File: src/rtl/deslocador_universal_prog.sv
`default_nettype none
// ============================================================================
// Module   : deslocador_universal_prog
// Purpose  : Universal shift/rotate register. It runs a programmable number of
//            one-bit steps under a start/busy/done handshake.
// Revision : 1.0 - initial release
// ============================================================================
module deslocador_universal_prog #(
    parameter int size = 8,
    parameter int CW   = $clog2(size + 1)
) (
    input  logic            clk,
    input  logic            rst,
    input  logic            start,
    input  logic [2:0]      op,
    input  logic [CW-1:0]   N,
    input  logic [size-1:0] E,
    input  logic            Er,
    input  logic            El,
    output logic [size-1:0] Y,
    output logic            Sout,
    output logic            busy,
    output logic            done
);

    localparam logic [1:0] c_IDLE  = 2'd0;
    localparam logic [1:0] c_SHIFT = 2'd1;
    localparam logic [1:0] c_DONE  = 2'd2;

    localparam logic [2:0] c_OP_LOAD = 3'b001;
    localparam logic [2:0] c_OP_SHL  = 3'b010;
    localparam logic [2:0] c_OP_SHR  = 3'b011;
    localparam logic [2:0] c_OP_ROTL = 3'b100;
    localparam logic [2:0] c_OP_ROTR = 3'b101;
    localparam logic [2:0] c_OP_ASR  = 3'b110;

    logic [1:0]      state_q, state_d;
    logic [CW-1:0]   count_q, count_d;
    logic [2:0]      op_q, op_d;
    logic [size-1:0] y_q, y_d;
    logic            sout_q, sout_d;

    logic [size-1:0] w_step_y;
    logic            w_step_out;
    logic            w_is_shift_op;

    // One step of the latched operation; HOLD and reserved leave everything as is.
    always_comb begin
        w_step_y   = y_q;
        w_step_out = sout_q;
        case (op_q)
            c_OP_SHL: begin
                w_step_y   = {y_q[size-2:0], Er};
                w_step_out = y_q[size-1];
            end
            c_OP_SHR: begin
                w_step_y   = {El, y_q[size-1:1]};
                w_step_out = y_q[0];
            end
            c_OP_ROTL: begin
                w_step_y   = {y_q[size-2:0], y_q[size-1]};
                w_step_out = y_q[size-1];
            end
            c_OP_ROTR: begin
                w_step_y   = {y_q[0], y_q[size-1:1]};
                w_step_out = y_q[0];
            end
            c_OP_ASR: begin
                w_step_y   = {y_q[size-1], y_q[size-1:1]};
                w_step_out = y_q[0];
            end
            default: begin
                w_step_y   = y_q;
                w_step_out = sout_q;
            end
        endcase
    end

    assign w_is_shift_op = (op >= c_OP_SHL) && (op <= c_OP_ASR);

    always_comb begin
        state_d = state_q;
        count_d = count_q;
        op_d    = op_q;
        y_d     = y_q;
        sout_d  = sout_q;
        case (state_q)
            c_IDLE: begin
                if (start) begin
                    op_d = op;
                    if (op == c_OP_LOAD) begin
                        y_d     = E;
                        state_d = c_DONE;
                    end else if (w_is_shift_op && (N != '0)) begin
                        count_d = N;
                        state_d = c_SHIFT;
                    end else begin
                        state_d = c_DONE;
                    end
                end
            end
            c_SHIFT: begin
                y_d     = w_step_y;
                sout_d  = w_step_out;
                count_d = count_q - CW'(1);
                if (count_q == CW'(1)) begin
                    state_d = c_DONE;
                end
            end
            c_DONE: begin
                state_d = c_IDLE;
            end
            default: begin
                state_d = c_IDLE;
            end
        endcase
    end

    always_ff @(posedge clk or posedge rst) begin
        if (rst) begin
            state_q <= c_IDLE;
            count_q <= '0;
            op_q    <= '0;
            y_q     <= '0;
            sout_q  <= 1'b0;
        end else begin
            state_q <= state_d;
            count_q <= count_d;
            op_q    <= op_d;
            y_q     <= y_d;
            sout_q  <= sout_d;
        end
    end

    // Status flags decode straight from the state register, so they stay glitch-free.
    assign Y    = y_q;
    assign Sout = sout_q;
    assign busy = (state_q == c_SHIFT);
    assign done = (state_q == c_DONE);

endmodule
`default_nettype wire

File: config.mk
export PLATFORM = sky130hd
export DESIGN_NAME = deslocador_universal_prog
export DESIGN_NICKNAME = d
export VERILOG_FILES = /design/src/rtl/deslocador_universal_prog.sv
export SDC_FILE = /design/constraint.sdc
export NUM_CORES = 1
export LEC_CHECK = 0
export ABC_AREA = 1
export BUFFER_PORTS_ARGS = -buffer_cell sky130_fd_sc_hd__clkbuf_2
export CAP_MARGIN = 20
export CORE_UTILIZATION = 36
export CTS_CLUSTER_SIZE = 20
export DETAILED_ROUTE_END_ITERATION = 10
export GPL_TIMING_DRIVEN = 0
export PLACE_DENSITY = 0.66
export SYNTH_ARGS = -nofsm -noshare
export SYNTH_HDL_FRONTEND = slang
export SYNTH_SLANG_ARGS = --single-unit
File: constraint.sdc
create_clock -name clk -period 1.3 [get_ports clk]
set_input_delay 0.195 -clock clk [delete_from_list [all_inputs] [get_ports clk]]
set_output_delay 0.195 -clock clk [all_outputs]
set_load 0.02 [all_outputs]
==> summary.txt, run 1 <==
outcome: complete, but fails checks
failing checks: setup timing
fin crit share: 103%
Mean Syn Cell Area: 6.98 um2
number of buffers created by CTS: 3
Hold Slack: 0.137 ns
metal2 WL: 1630 um
Detail Route met3 WL: 100 um
most frequent cells in the layout: nand2_1, clkbuf_2, dfrtp_1
Nets: 252
Critical path buffers and inverters: 3
last element of the critical path: Y[0]
Area Growth Syn to Fin: 43.8%
worst reg2reg setup slack: -0.03 ns
number of global-route vias before repair: 1,102
wire per inst: 11.8 um
Worst-path clk slew: 0.10 ns
FP Rows: 20
Hold Vio Cnt, Final: 0
final clock skew: 0.00285 ns
sequential cell area fraction in the yosys report: 36.4%
initial antenna violation count: 0
area fraction of the dominant cell type after synthesis: 36.4%
max frequency: 0.750 GHz
drt drc: 0
Vias/cell: 4.78
worst ir drop on vdd: 895 uV
crit path max-delay cell type: dfrtp_1
Slew HR: 51.2%
Die ar.: 3670 um2
wire length on met1: 1460 um
Netlist cell types: 28
number of flops mapped to enable cells by yosys: 0
Port Buffers: 30
asr flop ratio synth: 100%
YS warnings: 0
Worst Path Max Fanout: 5
Critical Path End Type: flip-flop
cell mode on critical path: nand2_4
clock sink count: 18
CTS Root Cell: clkbuf_4
Setup crit start: op_q[2]
GRT Total Usage: 17.9%
Worst Path Arrival: 1.52 ns
cell count after synthesis: 177
Worst Path Required: 1.49 ns
Synth area leaders: dfrtp_1, nand2_1, nand3_1
wire length of the first global-routing pass: 4850 um
die width: 60.6 um
Hold Path Class: in2reg
routed vias: 1,301
Die H: 60.6 um
#FFs+latches synth: 18
reg2reg end: Y[0]
Power Dens Cells: 2650 nW/um2
setup violators final: 2
syn_nets: 199
core footprint: 3150 um2
Max Cap Viol: 0
Top Ports: 31
first-iteration detailed-routing DRC count: 63
Post-Route WL: 3220 um
Antenna Cells: 0
commonest non-fill, non-tap cell in the layout: nand2_1
fin crit period: 1.33 ns
post-route setup slack: -0.0341 ns
Max Root-Sink Buffers: 2
Antenna Violating Nets Remaining: 0
Crit path largest cell delay: 0.40 ns
largest net degree at the start of global routing: 19
RR Startpoint: op_q[2]
drt pass-1 iters: 4
worst skew pair latency: 0.29 ns
gpl congestion: 0.888
hpwl dp: 2060 um
Setup CP Type: reg2reg
family with the most delay on the worst path: flip-flops
CTS tree: done
Initial Util: 39.2%
Pleak: 0.940 nW
top sig layer: met4
Final Max Slew Viols: 0
Setup crit start kind: flip-flop
CP Depth: 8
main flop type after synthesis: dfrtp_1
crit path cell chain: buf_6, inv_8, nand2_4, nand3_4, nand2_4, buf_4, a21boi_0, a21oi_1
worst slew pin tran: 0.731 ns
cell area after synthesis: 1240 um2
Finished Layout Cells: 272
unrepaired setup endpoints after global routing: true
H-tree levels: 1
Cell Count Post-Placement: 251
layout cells sized above 1: 41.2%
Worst Reg-to-Reg Cells: 8
global route overflow: 0
biggest area consumer among synthesized cells: dfrtp_1
repair_timing:
item,in CTS,in global routing
pin swaps,4,14
hold buffers,1,0
hold endpoints to repair,9,0
gates cloned,1,1
gates resized for setup,20,35
buffers inserted,8,7
setup endpoints to repair,9,15
cell type report:
type                    instances  area [um2]
fillers                       320        1380
multi-input cells             136         786
flip-flops and latches         18         452
repair buffers                 48         303
inverters                      17        88.8
plain buffers                   6        71.3
well taps                      44        55.1
clock buffers                   3        22.5
how the worst min path moves through the flow:
stage          slack, ns  cells past startpoint  start      end
2_1_floorplan       0.13                      1    rst     Sout
3_3_place_gp        0.33                      2    rst     Y[6]
3_5_place_dp        0.33                      2    rst     Y[6]
4_1_cts             0.14                      3  op[1]  op_q[1]
5_1_grt             0.14                      3  op[1]  op_q[1]
6_report            0.14                      3  op[1]  op_q[1]
power by group:
group	switching, W	internal [W]
logic	0.00191	0.00142
registers	0.000256	0.000844
clock network	0.000177	0.000108
flip-flops by register name (all words and copies together), names as in the netlist:
| register | cells |
|---|---|
| Y | 8 |
| Sout | 1 |
| state_q | 2 |
| count_q | 4 |
| op_q | 3 |
synthesized netlist by cell type (3+ instances only):
master / instances
inv_2: 5
nor2_1: 14
o21ai_0: 9
inv_1: 11
nand4_1: 6
a21oi_1: 6
nand3_1: 17
dfrtp_1: 18
o21ai_1: 3
nor2_2: 5
nand2_1: 59
buf_4: 3
logic make-up (layout without fill, tap and decap cells):
group	after synthesis	count (layout)	synth area share [%]
flops	18	18	36.4
xor+xnor	1	1	0.709
buf+inv	23	74	9.11
fa+ha+maj	2	2	2.02
mux	1	1	0.810
simple gates	110	110	41.1
compound gates	22	22	9.82
per-stage QoR:
| stage | worst slack, ns | total power [W] | instance area [um2] | setup TNS [ns] | utilization, % |
|---|---|---|---|---|---|
| finish | -0.0341 | 0.00472 | 1780 | -0.0541 | 56.4 |
| global route | -0.0955 | 0.00513 | 1780 | -0.592 | 56.4 |
| CTS | -0.0279 | 0.00417 | 1600 | -0.0609 | 50.7 |
| detailed placement | -0.0440 | 0.00346 | 1440 | -0.190 | 45.7 |
| global placement | -0.0604 | 0.00345 | 1440 | -0.289 | 45.7 |
| floorplan | 0.0752 | 0.00290 | 1240 | 0 | - |
routing by layer:
metal | global-route usage [%] | vias up
li1 | - | 676
met1 | 24.7 | 597
met2 | 28.3 | 26
met3 | 3.84 | 2
met4 | 4.87 | 0
met5 | 0 | -
tightest hold or removal path: cells and delay by family:
family          cells  cell delay, ns
simple gates        1            0.05
buf+inv             1            0.10
compound gates      1            0.06
Power figures use the tool's default switching activity.
==> run 2: changes to the inputs <==
MAX_ROUTING_LAYER = met4   (was not set)
PLACE_DENSITY = 0.61   (was 0.66)
==> run 2 against run 1 <==
Effect of this change: the run ends with hold timing, setup timing left; sequential share of layout area about the same; cell area hardly changed; die area is the same; combinational power rose by 1%; worst hold slack got worse by 0.16 ns; highest routed layer unchanged.
==> summary.txt, run 2 (same netlist as run 1, synthesis figures left out) <==
outcome: complete, but fails checks (unchanged)
failing checks: hold timing, setup timing (was setup timing)
worst slack at placement: -0.0432 ns (was -0.0440 ns)
CTS Root Cell: clkbuf_4 (unchanged)
wire length of the first global-routing pass: 5330 um (was 4850 um)
Crit path largest cell delay: 0.45 ns (was 0.40 ns)
Final Max Slew Viols: 0 (unchanged)
top sig layer: met4 (unchanged)
first-iteration detailed-routing DRC count: 53 (was 63)
most frequent cells in the layout: nand2_1, clkbuf_2, dfrtp_1 (unchanged)
layout cells sized above 1: 41.2% (about the same)
Worst Path Max Fanout: 3 (was 5)
Register Area: 452 um2 (unchanged)
Critical Path End Type: output pin (was flip-flop)
Cell Count Post-Placement: 251 (unchanged)
Worst Reg-to-Reg Cells: 11 (was 8)
Post-Route WL: 3280 um (was 3220 um)
Slew HR: 51.3% (was 51.2%)
worst skew pair latency: 0.30 ns (was 0.29 ns)
RR Startpoint: op_q[1] (was op_q[2])
Worst Path Arrival: 1.14 ns (was 1.52 ns)
Detail Route met3 WL: 110 um (was 100 um)
Power Dens Cells: 2720 nW/um2 (was 2650 nW/um2)
max frequency: 0.748 GHz (was 0.750 GHz)
FP Rows: 20 (unchanged)
max reg flops: 8 (unchanged)
die width: 60.6 um (unchanged)
drt pass-1 iters: 6 (was 4)
Setup CP Type: reg2out (was reg2reg)
Port Buffers: 30 (unchanged)
Die ar.: 3670 um2 (unchanged)
clock sink count: 18 (unchanged)
unrepaired setup endpoints after global routing: true (unchanged)
# fillers: 300 (was 320)
Setup crit start kind: flip-flop (unchanged)
Max Cap Viol: 0 (unchanged)
Multi-input gate area: 779 um2 (was 786 um2)
Top Ports: 31 (unchanged)
Hold Vio Cnt, Final: 18 (was 0)
metal2 WL: 1690 um (was 1630 um)
Worst Path Required: 1.11 ns (was 1.49 ns)
largest net degree at the start of global routing: 19 (unchanged)
worst reg2reg setup slack: 0 ns (was -0.03 ns)
Antenna Cells: 0 (unchanged)
Worst-path clk slew: 0.11 ns (was 0.10 ns)
family with the most delay on the worst path: flip-flops (unchanged)
Nets: 249 (was 252)
crit path cell chain: nand2_4, clkinv_4, buf_8, buf_8 (was buf_6, inv_8, nand2_4, nand3_4, nand2_4, buf_4, a21boi_0, a21oi_1)
Area Growth Syn to Fin: 43.7% (was 43.8%)
cell mode on critical path: buf_8 (was nand2_4)
number of global-route vias before repair: 1,217 (was 1,102)
Setup crit start: state_q[0] (was op_q[2])
Initial Util: 39.2% (unchanged)
GRT Total Usage: 20.2% (was 17.9%)
final clock skew: 0.00877 ns (was 0.00285 ns)
Max Root-Sink Buffers: 2 (unchanged)
commonest non-fill, non-tap cell in the layout: nand2_1 (unchanged)
crit path max-delay cell type: dfrtp_2 (was dfrtp_1)
initial antenna violation count: 0 (unchanged)
hpwl dp: 2150 um (was 2060 um)
global route overflow: 0 (unchanged)
reg2reg end: Y[3] (was Y[0])
fin crit share: 103% (about the same)
wire per inst: 12.1 um (was 11.8 um)
H-tree levels: 1 (unchanged)
routed vias: 1,319 (was 1,301)
cts hold-fix bufs: 0 (was 1)
Critical path buffers and inverters: 3 (unchanged)
core footprint: 3150 um2 (unchanged)
Hold Path Class: in2async (was in2reg)
Finished Layout Cells: 270 (was 272)
worst ir drop on vdd: 1090 uV (was 895 uV)
total power: 0.00484 W (was 0.00472 W)
Pleak: 0.936 nW (was 0.940 nW)
post-route setup slack: -0.0375 ns (was -0.0341 ns)
drt drc: 0 (unchanged)
gpl congestion: 0.790 (was 0.888)
setup violators final: 1 (was 2)
fin crit period: 1.34 ns (was 1.33 ns)
Antenna Violating Nets Remaining: 0 (unchanged)
wire length on met1: 1440 um (was 1460 um)
Die H: 60.6 um (unchanged)
number of buffers created by CTS: 3 (unchanged)
Hold Slack: -0.0227 ns (was 0.137 ns)
worst slew pin tran: 0.729 ns (was 0.731 ns)
CTS tree: done (unchanged)
Vias/cell: 4.89 (was 4.78)
-- run 2: cell types whose count changed in the layout (fill, tap and decap cells not counted), sizes merged --
cell / delta
buf: -2
dlygate4sd3: -1
clkbuf: +1
-- run 2: where the power goes --
part	leakage (nW)	switching [W]	internal [W]
combinational	0.696	0.00193	0.00144
clock	0.0210	0.000186	0.000171
sequential	0.219	0.000266	0.000843
-- run 2: how the worst max path moves through the flow --
stage,depth (start not counted),slack [ns],to
5_1_grt,4,-0.08,busy
6_report,4,-0.04,busy
3_5_place_dp,8,-0.04,Y[5]
3_3_place_gp,11,-0.03,Y[1]
2_1_floorplan,10,0.08,Y[1]
4_1_cts,4,-0.04,busy
-- run 2: worst register-to-register path: stages (launching register included) --
cell and delay [ns]:
dfrtp_1 0.39, buf_6 0.15, inv_6 0.08, nand2_4 0.06, nand3_4 0.09, nand2_4 0.06, nand2_4 0.08, inv_4 0.05
buf_6 0.12, nor2_2 0.07, nand2_1 0.05, nand2_1 0.05
-- run 2: final cells by class --
type                    instances  share of cell area, %
multi-input cells             136                   43.9
flip-flops and latches         18                   25.4
plain buffers                   5                   3.38
well taps                      44                   3.10
repair buffers                 46                   17.0
clock buffers                   4                   2.04
inverters                      17                   5.14
-- run 2: routing by layer --
metal,GRT usage (%),vias up
met5,-,-
met4,5.84,0
met3,4.90,6
met2,34.2,25
met1,23.9,614
li1,-,674
-- run 2: timing repair --
| item | in CTS | in global routing |
|---|---|---|
| setup endpoints to repair | 9 | 17 |
| gates resized for setup | 30 | 29 |
| cloned | 2 | 0 |
| pin swaps | 7 | 8 |
| setup buffers | 10 | 5 |
-- run 2: per-stage QoR --
| stage | util, % | cell area (um2) | TNS (ns) |
|---|---|---|---|
| final | 56.3 | 1780 | -0.0375 |
| after detailed placement | 45.7 | 1440 | -0.212 |
| after CTS | 52.9 | 1670 | -0.0674 |
| after global routing | 56.3 | 1780 | -0.561 |
| after floorplan | - | 1240 | 0 |
| after global placement | 45.7 | 1440 | -0.100 |
==> run 3: changes to the inputs <==
TNS_END_PERCENT = 30   (was not set)
==> run 3 against run 2 <==
Effect of this change: the run still ends with hold timing, setup timing left; combinational power fell by 8.6%; non-clock buffer count shrank 5; first-iteration DRC count rose by 36%; largest cell class unchanged; largest power group unchanged; cell area down 4.8%; critical endpoint unchanged; total power decreased by 6.1%; via count is 2.3% lower; maximum frequency down 0.58%; critical path type unchanged.
==> summary.txt, run 3 (same netlist as run 1, synthesis figures left out) <==
outcome: complete, but fails checks (unchanged)
failing checks: hold timing, setup timing (unchanged)
Reg power frac: 24.2% (was 22.9%)
Hold Path Class: in2async (unchanged)
post-route setup slack: -0.0454 ns (was -0.0375 ns)
gpl congestion: 0.790 (unchanged)
CTS Root Cell: clkbuf_4 (unchanged)
Hold Vio Cnt, Final: 18 (unchanged)
global route overflow: 0 (unchanged)
Pleak: 0.904 nW (was 0.936 nW)
H-tree levels: 1 (unchanged)
number of global-route vias before repair: 1,154 (was 1,217)
cts hold-fix bufs: 0 (unchanged)
Setup crit start kind: flip-flop (unchanged)
Initial Util: 39.2% (unchanged)
Worst Path Required: 1.11 ns (about the same)
Antenna Violating Nets Remaining: 0 (unchanged)
wire per inst: 12.0 um (was 12.1 um)
Worst Path Max Fanout: 3 (unchanged)
Worst-path clk slew: 0.11 ns (about the same)
Hold Slack: -0.0232 ns (was -0.0227 ns)
worst slack at placement: -0.0432 ns (unchanged)
drt pass-1 iters: 4 (was 6)
Antenna Cells: 0 (unchanged)
unrepaired setup endpoints after global routing: true (unchanged)
worst ir drop on vdd: 1070 uV (was 1090 uV)
Pint: 0.00226 W (was 0.00245 W)
FP Rows: 20 (unchanged)
Final Max Slew Viols: 0 (unchanged)
Logic pwr share: 67.9% (was 69.7%)
max reg flops: 8 (unchanged)
drt drc: 0 (unchanged)
Worst Path Arrival: 1.15 ns (was 1.14 ns)
switching power: 0.00228 W (was 0.00238 W)
Port Buffers: 30 (unchanged)
Max Root-Sink Buffers: 2 (unchanged)
Sw Share: 50.2% (was 49.3%)
max frequency: 0.743 GHz (was 0.748 GHz)
Critical Path End Type: output pin (unchanged)
final clock skew: 0.0101 ns (was 0.00877 ns)
fin crit period: 1.35 ns (was 1.34 ns)
first-iteration detailed-routing DRC count: 72 (was 53)
Top Ports: 31 (unchanged)
Die H: 60.6 um (unchanged)
routed vias: 1,289 (was 1,319)
Max Cap Viol: 0 (unchanged)
most frequent cells in the layout: nand2_1, clkbuf_2, dfrtp_1 (unchanged)
GRT Total Usage: 19.4% (was 20.2%)
Setup CP Type: reg2out (unchanged)
Die ar.: 3670 um2 (unchanged)
largest net degree at the start of global routing: 19 (unchanged)
commonest non-fill, non-tap cell in the layout: nand2_1 (unchanged)
fin crit share: 103% (about the same)
Clk pwr share: 7.9% (was 7.4%)
Nets: 244 (was 249)
layout cells sized above 1: 38.0% (was 41.2%)
Power Dens Cells: 2680 nW/um2 (was 2720 nW/um2)
hpwl dp: 2150 um (unchanged)
clock sink count: 18 (unchanged)
wire length of the first global-routing pass: 5110 um (was 5330 um)
die width: 60.6 um (unchanged)
core footprint: 3150 um2 (unchanged)
Slew HR: 51.3% (about the same)
CTS tree: done (unchanged)
number of buffers created by CTS: 3 (unchanged)
setup violators final: 3 (was 1)
Post-Route WL: 3190 um (was 3280 um)
Area Growth Syn to Fin: 36.8% (was 43.7%)
worst slew pin tran: 0.730 ns (was 0.729 ns)
worst skew pair latency: 0.30 ns (about the same)
initial antenna violation count: 0 (unchanged)
Vias/cell: 4.86 (was 4.89)
## run 3: worst max-delay path: stages, from the launching register on
cell and delay (ns):
dfrtp_2 0.45, nand2_4 0.08, clkinv_4 0.06, buf_8 0.12, clkbuf_8 0.14
## run 3: final cells by class
type,instances,area [um2]
repair buffers,41,245
multi-input cells,136,757
inverters,17,86.3
fillers,314,1460
flip-flops and latches,18,452
plain buffers,5,60.1
well taps,44,55.1
clock buffers,4,36.3
## run 3: what timing repair did
item | 4_1_cts | 5_1_grt
buffers inserted | 8 | 1
endpoints found under the setup margin | 9 | 15
cloned | 1 | 1
resized for setup | 21 | 21
pin swaps | 5 | 7
## run 3: per-layer routing
layer / GRT usage [%] / up-vias / share of wire (%)
li1: - / 659 / -
met1: 23.9 / 604 / 46
met2: 31.2 / 22 / 50
met3: 4.90 / 4 / 3.3
met4: 5.84 / 0 / 1.1
met5: - / - / 0
## run 3: power groups by stage
stage / logic, W / registers, W / clock network (W)
6_report: 0.00308 / 0.00110 / 0.000357
5_1_grt: 0.00340 / 0.00113 / 0.000390
2_1_floorplan: 0.00168 / 0.00122 / 0
3_3_place_gp: 0.00233 / 0.00110 / 0
3_5_place_dp: 0.00237 / 0.00111 / 0
4_1_cts: 0.00281 / 0.00109 / 0.000374
## run 3: worst paths after layout
check	start	cells past startpoint	to	slack, ns
min	rst	2	Y[3]	-0.02
max	state_q[0]	4	busy	-0.05
min in group clk	op[2]	3	op_q[2]	0.12
max in group asynchronous	rst	2	state_q[0]	0.82
min reg2reg	count_q[3]	2	count_q[3]	0.49
max reg2reg	op_q[2]	11	Y[2]	-0.01
## run 3: per-stage QoR
| step | area (um2) | total power, W | cells | util (%) | setup TNS, ns |
|---|---|---|---|---|---|
| 6_report | 1690 | 0.00454 | 265 | 53.7 | -0.0522 |
| 5_1_grt | 1690 | 0.00492 | 265 | 53.7 | -0.644 |
| 4_1_cts | 1610 | 0.00428 | 264 | 51.1 | -0.105 |
| 3_5_place_dp | 1440 | 0.00348 | 251 | 45.7 | -0.212 |
| 3_3_place_gp | 1440 | 0.00343 | 251 | 45.7 | -0.100 |
| 2_1_floorplan | 1240 | 0.00290 | 177 | - | 0 |
